File: config.mk
export PLATFORM = sky130hd
export DESIGN_NAME = pwm_multi
export DESIGN_NICKNAME = d
export VERILOG_FILES = /design/src/rtl/pwm_pkg.sv /design/src/rtl/pwm_timebase.sv /design/src/rtl/pwm_multi.sv
export SDC_FILE = /design/constraint.sdc
export NUM_CORES = 1
export LEC_CHECK = 0
export BUFFER_PORTS_ARGS = -buffer_cell sky130_fd_sc_hd__clkbuf_2
export CAP_MARGIN = 10
export CORE_ASPECT_RATIO = 0.75
export CORE_MARGIN = 5
export CORE_UTILIZATION = 37
export CTS_BUF_LIST = sky130_fd_sc_hd__clkbuf_8
export CTS_CLUSTER_DIAMETER = 30
export DETAILED_ROUTE_END_ITERATION = 8
export SLEW_MARGIN = 25
export SYNTH_ARGS = -nofsm -noshare
export SYNTH_HDL_FRONTEND = slang
export SYNTH_SLANG_ARGS = --single-unit
File: constraint.sdc
create_clock -name clk -period 3.6 [get_ports clk]
set_input_delay 0.54 -clock clk [delete_from_list [all_inputs] [get_ports clk]]
set_output_delay 0.54 -clock clk [all_outputs]
set_load 0.1 [all_outputs]
File: src/rtl/pwm_pkg.sv
// pwm_pkg: shared constants for the multi-channel PWM slice.
// Counting-mode encoding and the centre-aligned direction state.
package pwm_pkg;

  localparam logic MODE_EDGE   = 1'b0;
  localparam logic MODE_CENTER = 1'b1;

  typedef enum logic {
    DIR_UP   = 1'b0,
    DIR_DOWN = 1'b1
  } dir_t;

endpackage

File: src/rtl/pwm_timebase.sv
// pwm_timebase: prescaler, period counter and direction FSM.
// Exposes the counter next-state so comparators align with cnt.
import pwm_pkg::*;

module pwm_timebase #(
  parameter int WIDTH   = 8,
  parameter int PRESC_W = 8
) (
  input  logic               clk,
  input  logic               rst_n,
  input  logic               en,
  input  logic               mode,
  input  logic [PRESC_W-1:0] presc,
  input  logic [WIDTH-1:0]   period,
  output logic [WIDTH-1:0]   cnt,
  output logic [WIDTH-1:0]   cnt_nxt,
  output logic               boundary
);

  logic [PRESC_W-1:0] psc;
  logic [PRESC_W-1:0] psc_nxt;
  dir_t               dir;
  dir_t               dir_nxt;
  logic               tick;

  assign tick = en && (psc == presc);

  always_comb begin
    psc_nxt  = psc;
    cnt_nxt  = cnt;
    dir_nxt  = dir;
    boundary = 1'b0;
    if (!en) begin
      psc_nxt = '0;
      cnt_nxt = '0;
      dir_nxt = DIR_UP;
    end else if (!tick) begin
      psc_nxt = psc + 1'b1;
    end else begin
      psc_nxt = '0;
      if (mode == MODE_EDGE) begin
        dir_nxt = DIR_UP;
        if (cnt == period) begin
          boundary = 1'b1;
          cnt_nxt  = '0;
        end else begin
          cnt_nxt = cnt + 1'b1;
        end
      end else if (period == '0) begin
        // degenerate triangle: every tick closes a period
        boundary = 1'b1;
        cnt_nxt  = '0;
        dir_nxt  = DIR_UP;
      end else if (dir == DIR_UP) begin
        if (cnt == period) begin
          dir_nxt = DIR_DOWN;
          cnt_nxt = cnt - 1'b1;
        end else begin
          cnt_nxt = cnt + 1'b1;
        end
      end else begin
        if (cnt == '0) begin
          boundary = 1'b1;
          dir_nxt  = DIR_UP;
          cnt_nxt  = WIDTH'(1);
        end else begin
          cnt_nxt = cnt - 1'b1;
        end
      end
    end
  end

  always_ff @(posedge clk or negedge rst_n) begin
    if (!rst_n) begin
      psc <= '0;
      cnt <= '0;
      dir <= DIR_UP;
    end else begin
      psc <= psc_nxt;
      cnt <= cnt_nxt;
      dir <= dir_nxt;
    end
  end

endmodule

File: src/rtl/pwm_multi.sv
// pwm_multi: CHANNELS PWM outputs on one shared timebase.
// Double-buffered config takes effect at period boundaries.
import pwm_pkg::*;

module pwm_multi #(
  parameter int WIDTH    = 8,
  parameter int CHANNELS = 4,
  parameter int PRESC_W  = 8
) (
  input  logic                      clk,
  input  logic                      rst_n,
  input  logic                      en,
  input  logic                      mode,
  input  logic [PRESC_W-1:0]        presc,
  input  logic [WIDTH-1:0]          period,
  input  logic [CHANNELS*WIDTH-1:0] duty_in,
  input  logic                      load,
  output logic [CHANNELS-1:0]       pwm_out,
  output logic [WIDTH-1:0]          cnt,
  output logic                      period_end,
  output logic                      load_ack
);

  localparam int DW = CHANNELS * WIDTH;

  logic               mode_act;
  logic [PRESC_W-1:0] presc_act;
  logic [WIDTH-1:0]   period_act;
  logic [DW-1:0]      duty_act;

  logic               mode_pnd;
  logic [PRESC_W-1:0] presc_pnd;
  logic [WIDTH-1:0]   period_pnd;
  logic [DW-1:0]      duty_pnd;
  logic               pend;

  logic               boundary;
  logic               apply;
  logic [WIDTH-1:0]   cnt_nxt;
  logic [DW-1:0]      duty_nxt;
  logic [CHANNELS-1:0] cmp;

  pwm_timebase #(
    .WIDTH   (WIDTH),
    .PRESC_W (PRESC_W)
  ) u_tb (
    .clk      (clk),
    .rst_n    (rst_n),
    .en       (en),
    .mode     (mode_act),
    .presc    (presc_act),
    .period   (period_act),
    .cnt      (cnt),
    .cnt_nxt  (cnt_nxt),
    .boundary (boundary)
  );

  // a load coinciding with the boundary writes straight through
  assign apply = (!en && load) || (boundary && (pend || load));

  always_comb begin
    duty_nxt = duty_act;
    if (apply) begin
      duty_nxt = load ? duty_in : duty_pnd;
    end
  end

  for (genvar g = 0; g < CHANNELS; g++) begin : g_cmp
    assign cmp[g] = en && (cnt_nxt < duty_nxt[g*WIDTH +: WIDTH]);
  end

  always_ff @(posedge clk or negedge rst_n) begin
    if (!rst_n) begin
      mode_act   <= MODE_EDGE;
      presc_act  <= '0;
      period_act <= '1;
      duty_act   <= '0;
      mode_pnd   <= MODE_EDGE;
      presc_pnd  <= '0;
      period_pnd <= '0;
      duty_pnd   <= '0;
      pend       <= 1'b0;
      pwm_out    <= '0;
    end else begin
      if (load) begin
        mode_pnd   <= mode;
        presc_pnd  <= presc;
        period_pnd <= period;
        duty_pnd   <= duty_in;
      end
      if (apply) begin
        mode_act   <= load ? mode : mode_pnd;
        presc_act  <= load ? presc : presc_pnd;
        period_act <= load ? period : period_pnd;
        duty_act   <= duty_nxt;
      end
      if (apply) begin
        pend <= 1'b0;
      end else if (load) begin
        pend <= 1'b1;
      end
      pwm_out <= cmp;
    end
  end

  assign period_end = rst_n && boundary;
  assign load_ack   = rst_n && apply;

endmodule

==> results summary <==
The maximum level of the CTS H-tree came out at 4. The main flop type after synthesis is sky130_fd_sc_hd__dfrtp_1. The required time of the worst setup path came out at 3950 ps.

The portion of synthesized cell area occupied by the leading cell type is between 40% and 50%. The slew at the pin with the worst max-slew slack came out at 760 ps. The via count normalized by instance count came out at approximately 5.3. The clock tree from TritonCTS is yes. Each instance of the synthesized netlist takes up on average approximately 12 um2. The power density over cell area came out at between 400 and 500 nW/um2. Across all setup checks in the final design, the least slack found is approximately 130 ps.

Global routing finished with a remaining overflow of 0. The height of the die is approximately 120 um. Compared with the post-synthesis result, the final layout area differs by 18.8%.

The core area came out at around 17000 um2. The time the worst path needs with I/O delays and setup came out at roughly 3500 ps. The count of antenna diodes in the layout is 0. The pin count of the biggest net entering global routing is 50. The area of the die is between 20000 and 25000 um2. By instance count, the leading cell after synthesis is sky130_fd_sc_hd__dfrtp_1. The number of global-route vias before repair came out at between 4000 and 5000.

The longest individual stage delay on the worst path is between 500 and 600 ps. On the critical path, the stage with the largest delay is an instance of sky130_fd_sc_hd__dfrtp_4. The count of input and output buffers came out at 66. Counting the fill cells in the layout gives between 1500 and 2000.

The kind of path behind the tightest hold check is input pin to asynchronous set/reset pin. The top-level I/O count is 67. The worst setup path is captured at a flip-flop. Across the run, the number of max-cap violations was 0. The worst hold-check slack is about 36 ps. Counting every net in the synthesized netlist gives 609. The number of antenna violations at the first check in global routing is 0.

The number of DRC violations after detailed-routing iteration 0 is 276. Detailed placement finished with a half-perimeter wire length of around 11000 um. The number of optimization iterations in the first detailed-route pass is 4. Setup repair after global routing could not meet its margin everywhere. The DRC violation count after routing is 0. The layout cell share with drive strength beyond 1 is 34.8%. The number of buffers added by the clock tree synthesis step is 17. The critical path startpoint is u_tb.cnt[0]. The worst register-to-register path begins at u_tb.cnt[0]. The total area of multi-input combinational cells came out at about 3200 um2. The number of different library cells in the post-synthesis netlist came out at between 50 and 60. Traced cell by cell, the critical path runs through inv_2 -> ha_1 -> nor4bb_4 -> and2_4 -> o211a_4 -> a21oi_4 -> a21oi_4 -> buf_12 -> mux2i_1 -> ha_1 -> a21o_1 -> a21o_1 -> a211oi_2 -> o2111ai_1 -> o31ai_1. The count of nets left with antenna violations once routing finished came out at 0. The row count came out at around 40. The final worst clock skew came out at between 20 and 25 ps. The run finished with clean final reports. The effective utilization at floorplan came out at a little under two fifths. The wire length after detailed routing came out at about 15000 um. Routability-driven placement finished with a final weighted congestion of ~0.87. In this run the cell area of the synthesized design comes to roughly 6400 um2. The first global-routing pass estimated approximately 24000 um of wire.

The commonest cells after synthesis are sky130_fd_sc_hd__dfrtp_1, sky130_fd_sc_hd__mux2_2, sky130_fd_sc_hd__mux2_1, sky130_fd_sc_hd__ha_1, sky130_fd_sc_hd__mux2i_1. The clock root buffer master is sky130_fd_sc_hd__clkbuf_8. The highest attainable clock frequency came out at around 290 MHz. The cell family with the largest share of critical-path delay is compound AO/OA/AOI/OAI gates. The fraction of registers with async set/reset is between 90% and 100%.

The post-cts hold buffer count is 0. The final number of max-transition violations came out at 0. The biggest area contributor in the post-synthesis netlist is sky130_fd_sc_hd__dfrtp_1. The relative max-transition margin came out at about half. The number of buffer and inverter instances along the worst setup path came out at 2. Registers take between 3000 and 4000 um2. The leakage power summed over all cells came out at 3.43 nW.

In this run the deepest clock path goes through 2 buffers. After clock tree synthesis, the clock-pin slew on the worst setup and hold paths is 80 ps. The hold violation count in the final report came out at 0. The worst ir drop on vdd came out at ~0.00017 V. The number of synthesized flops with an enable pin is 0. The aggregate global-route resource usage came out at roughly 16%. After detailed routing, the average wire length per cell comes to about 18 um. At the worst endpoint, the arrival time is roughly 3800 ps. The clock latency on the worst-skew pair is ~450 ps.

The worst setup path is launched from a flip-flop. Counting every instance in the synthesized netlist gives 524. By area the synthesized netlist is led by sky130_fd_sc_hd__dfrtp_1, sky130_fd_sc_hd__mux2_2, sky130_fd_sc_hd__ha_1. The post-route fraction of the period consumed by the critical path is between 90 and 100%. The largest fanout on the critical path is 10.

The sum of negative setup slack is 0 ps. The post-place setup slack is 10.9 ps. The number of warnings reported in the yosys synthesis log is 0. The final-report setup violation count came out at 0. The sequential share of the synthesized area came out at a little under half.

The post-synthesis sequential element count came out at 120. The post-layout net count is ~700. The worst setup path is of the flip-flop to flip-flop kind.

The overall die width is around 160 um. The clock sink total came out at between 100 and 150. The overall via count from detail_route is 4436.
-- worst reg2reg max path, stage by stage (launching register included) --
cell and delay, ps:
sky130_fd_sc_hd__dfrtp_4 550, sky130_fd_sc_hd__inv_2 130, sky130_fd_sc_hd__ha_1 160, sky130_fd_sc_hd__nor4bb_4 210, sky130_fd_sc_hd__and2_4 210, sky130_fd_sc_hd__o211a_4 230, sky130_fd_sc_hd__a21oi_4 90, sky130_fd_sc_hd__a21oi_4 160
sky130_fd_sc_hd__buf_12 150, sky130_fd_sc_hd__mux2i_1 240, sky130_fd_sc_hd__ha_1 280, sky130_fd_sc_hd__a21o_1 160, sky130_fd_sc_hd__a21o_1 180, sky130_fd_sc_hd__a211oi_2 260, sky130_fd_sc_hd__o2111ai_1 140, sky130_fd_sc_hd__o31ai_1 220
-- state kept, by name, indices dropped and copies added, names as in the netlist --
name and count:
pwm_out 4, period_act 8, presc_pnd 8, presc_act 8, duty_act 32, pend 1, mode_pnd 1, period_pnd 8
duty_pnd 32, u_tb.psc 8, u_tb.cnt 8, u_tb.dir 1, mode_act 1
-- cells in the final DEF (no fill, tap or decap), types with 7 or more instances in the layout --
cell | synthesis | layout
sky130_fd_sc_hd__a21o_1 | 12 | 10
sky130_fd_sc_hd__a21oi_1 | 16 | 16
sky130_fd_sc_hd__and3_1 | 7 | 7
sky130_fd_sc_hd__buf_4 | 1 | 23
sky130_fd_sc_hd__clkbuf_2 | 0 | 64
sky130_fd_sc_hd__clkbuf_8 | 0 | 20
sky130_fd_sc_hd__dfrtp_1 | 112 | 104
sky130_fd_sc_hd__dfstp_2 | 8 | 8
sky130_fd_sc_hd__ha_1 | 32 | 32
sky130_fd_sc_hd__inv_1 | 13 | 16
sky130_fd_sc_hd__mux2_1 | 35 | 35
sky130_fd_sc_hd__mux2_2 | 59 | 59
sky130_fd_sc_hd__mux2i_1 | 29 | 28
sky130_fd_sc_hd__nand2_1 | 19 | 19
sky130_fd_sc_hd__nand3_1 | 11 | 11
sky130_fd_sc_hd__nand4_1 | 9 | 9
sky130_fd_sc_hd__nor2_1 | 18 | 18
sky130_fd_sc_hd__nor3_1 | 7 | 7
sky130_fd_sc_hd__o21ai_0 | 14 | 13
sky130_fd_sc_hd__xnor2_1 | 12 | 12
sky130_fd_sc_hd__xor2_1 | 14 | 14
-- logic make-up (layout without fill, tap and decap cells) --
logic type | after synthesis | count (layout) | synth area share (%)
and+or+nand+nor | 99 | 99 | 8.67
AOI/OAI and AO/OA | 88 | 88 | 9.90
xor gates and xnor gates | 26 | 26 | 3.56
muxes | 123 | 123 | 21.1
DFF | 120 | 120 | 47.1
buffers and inverters | 36 | 136 | 3.40
adders and majority gates | 32 | 32 | 6.26
-- layer usage --
| metal | routed length [um] | track usage (%) |
|---|---|---|
| met2 | 6500 | 23.2 |
| met5 | 0 | 0 |
| met3 | 627 | 4.96 |
| met1 | 7430 | 21.8 |
| met4 | 218 | 4.54 |
-- final timing paths --
path,to,slack [ps],depth (start not counted)
worst min register to register,duty_act[4],490,1
min in group clk,period_pnd[0],340,2
max in group asynchronous,period_pnd[6],2020,3
worst max-delay path,pwm_out[0],130,15
worst max register to register,pwm_out[0],130,15
worst min-delay path,duty_pnd[27],40,1
-- per-stage QoR --
stage	std cells	utilization [%]	instance area (um2)	power (mW)
after global placement	806	42.1	7110	2.40
after floorplan	524	-	6460	2.20
final	839	45.0	7600	3.68
after global routing	839	45.0	7600	3.89
after detailed placement	806	42.1	7110	2.43
after CTS	837	44.6	7530	3.71
-- power by group --
part	switching [mW]	internal, mW	leakage (nW)
registers	0.108	1.54	1.41
clock network	0.532	0.725	0.216
logic	0.424	0.344	1.80
total	1.06	2.61	3.43
-- timing repair --
item	4_1_cts	5_1_grt
pin swaps	0	1
gates resized for setup	2	12
setup endpoints to repair	1	5
setup buffers	0	2
-- layout make-up --
class / instances / area share, %
Multi-Input combinational cell: 368 / 42.8
Sequential cell: 120 / 39.9
Timing Repair Buffer: 92 / 7.79
Clock buffer: 20 / 3.62
Tap cell: 215 / 3.54
Clock inverter: 11 / 1.76
Inverter: 13 / 0.642
Power figures use the tool's default switching activity.
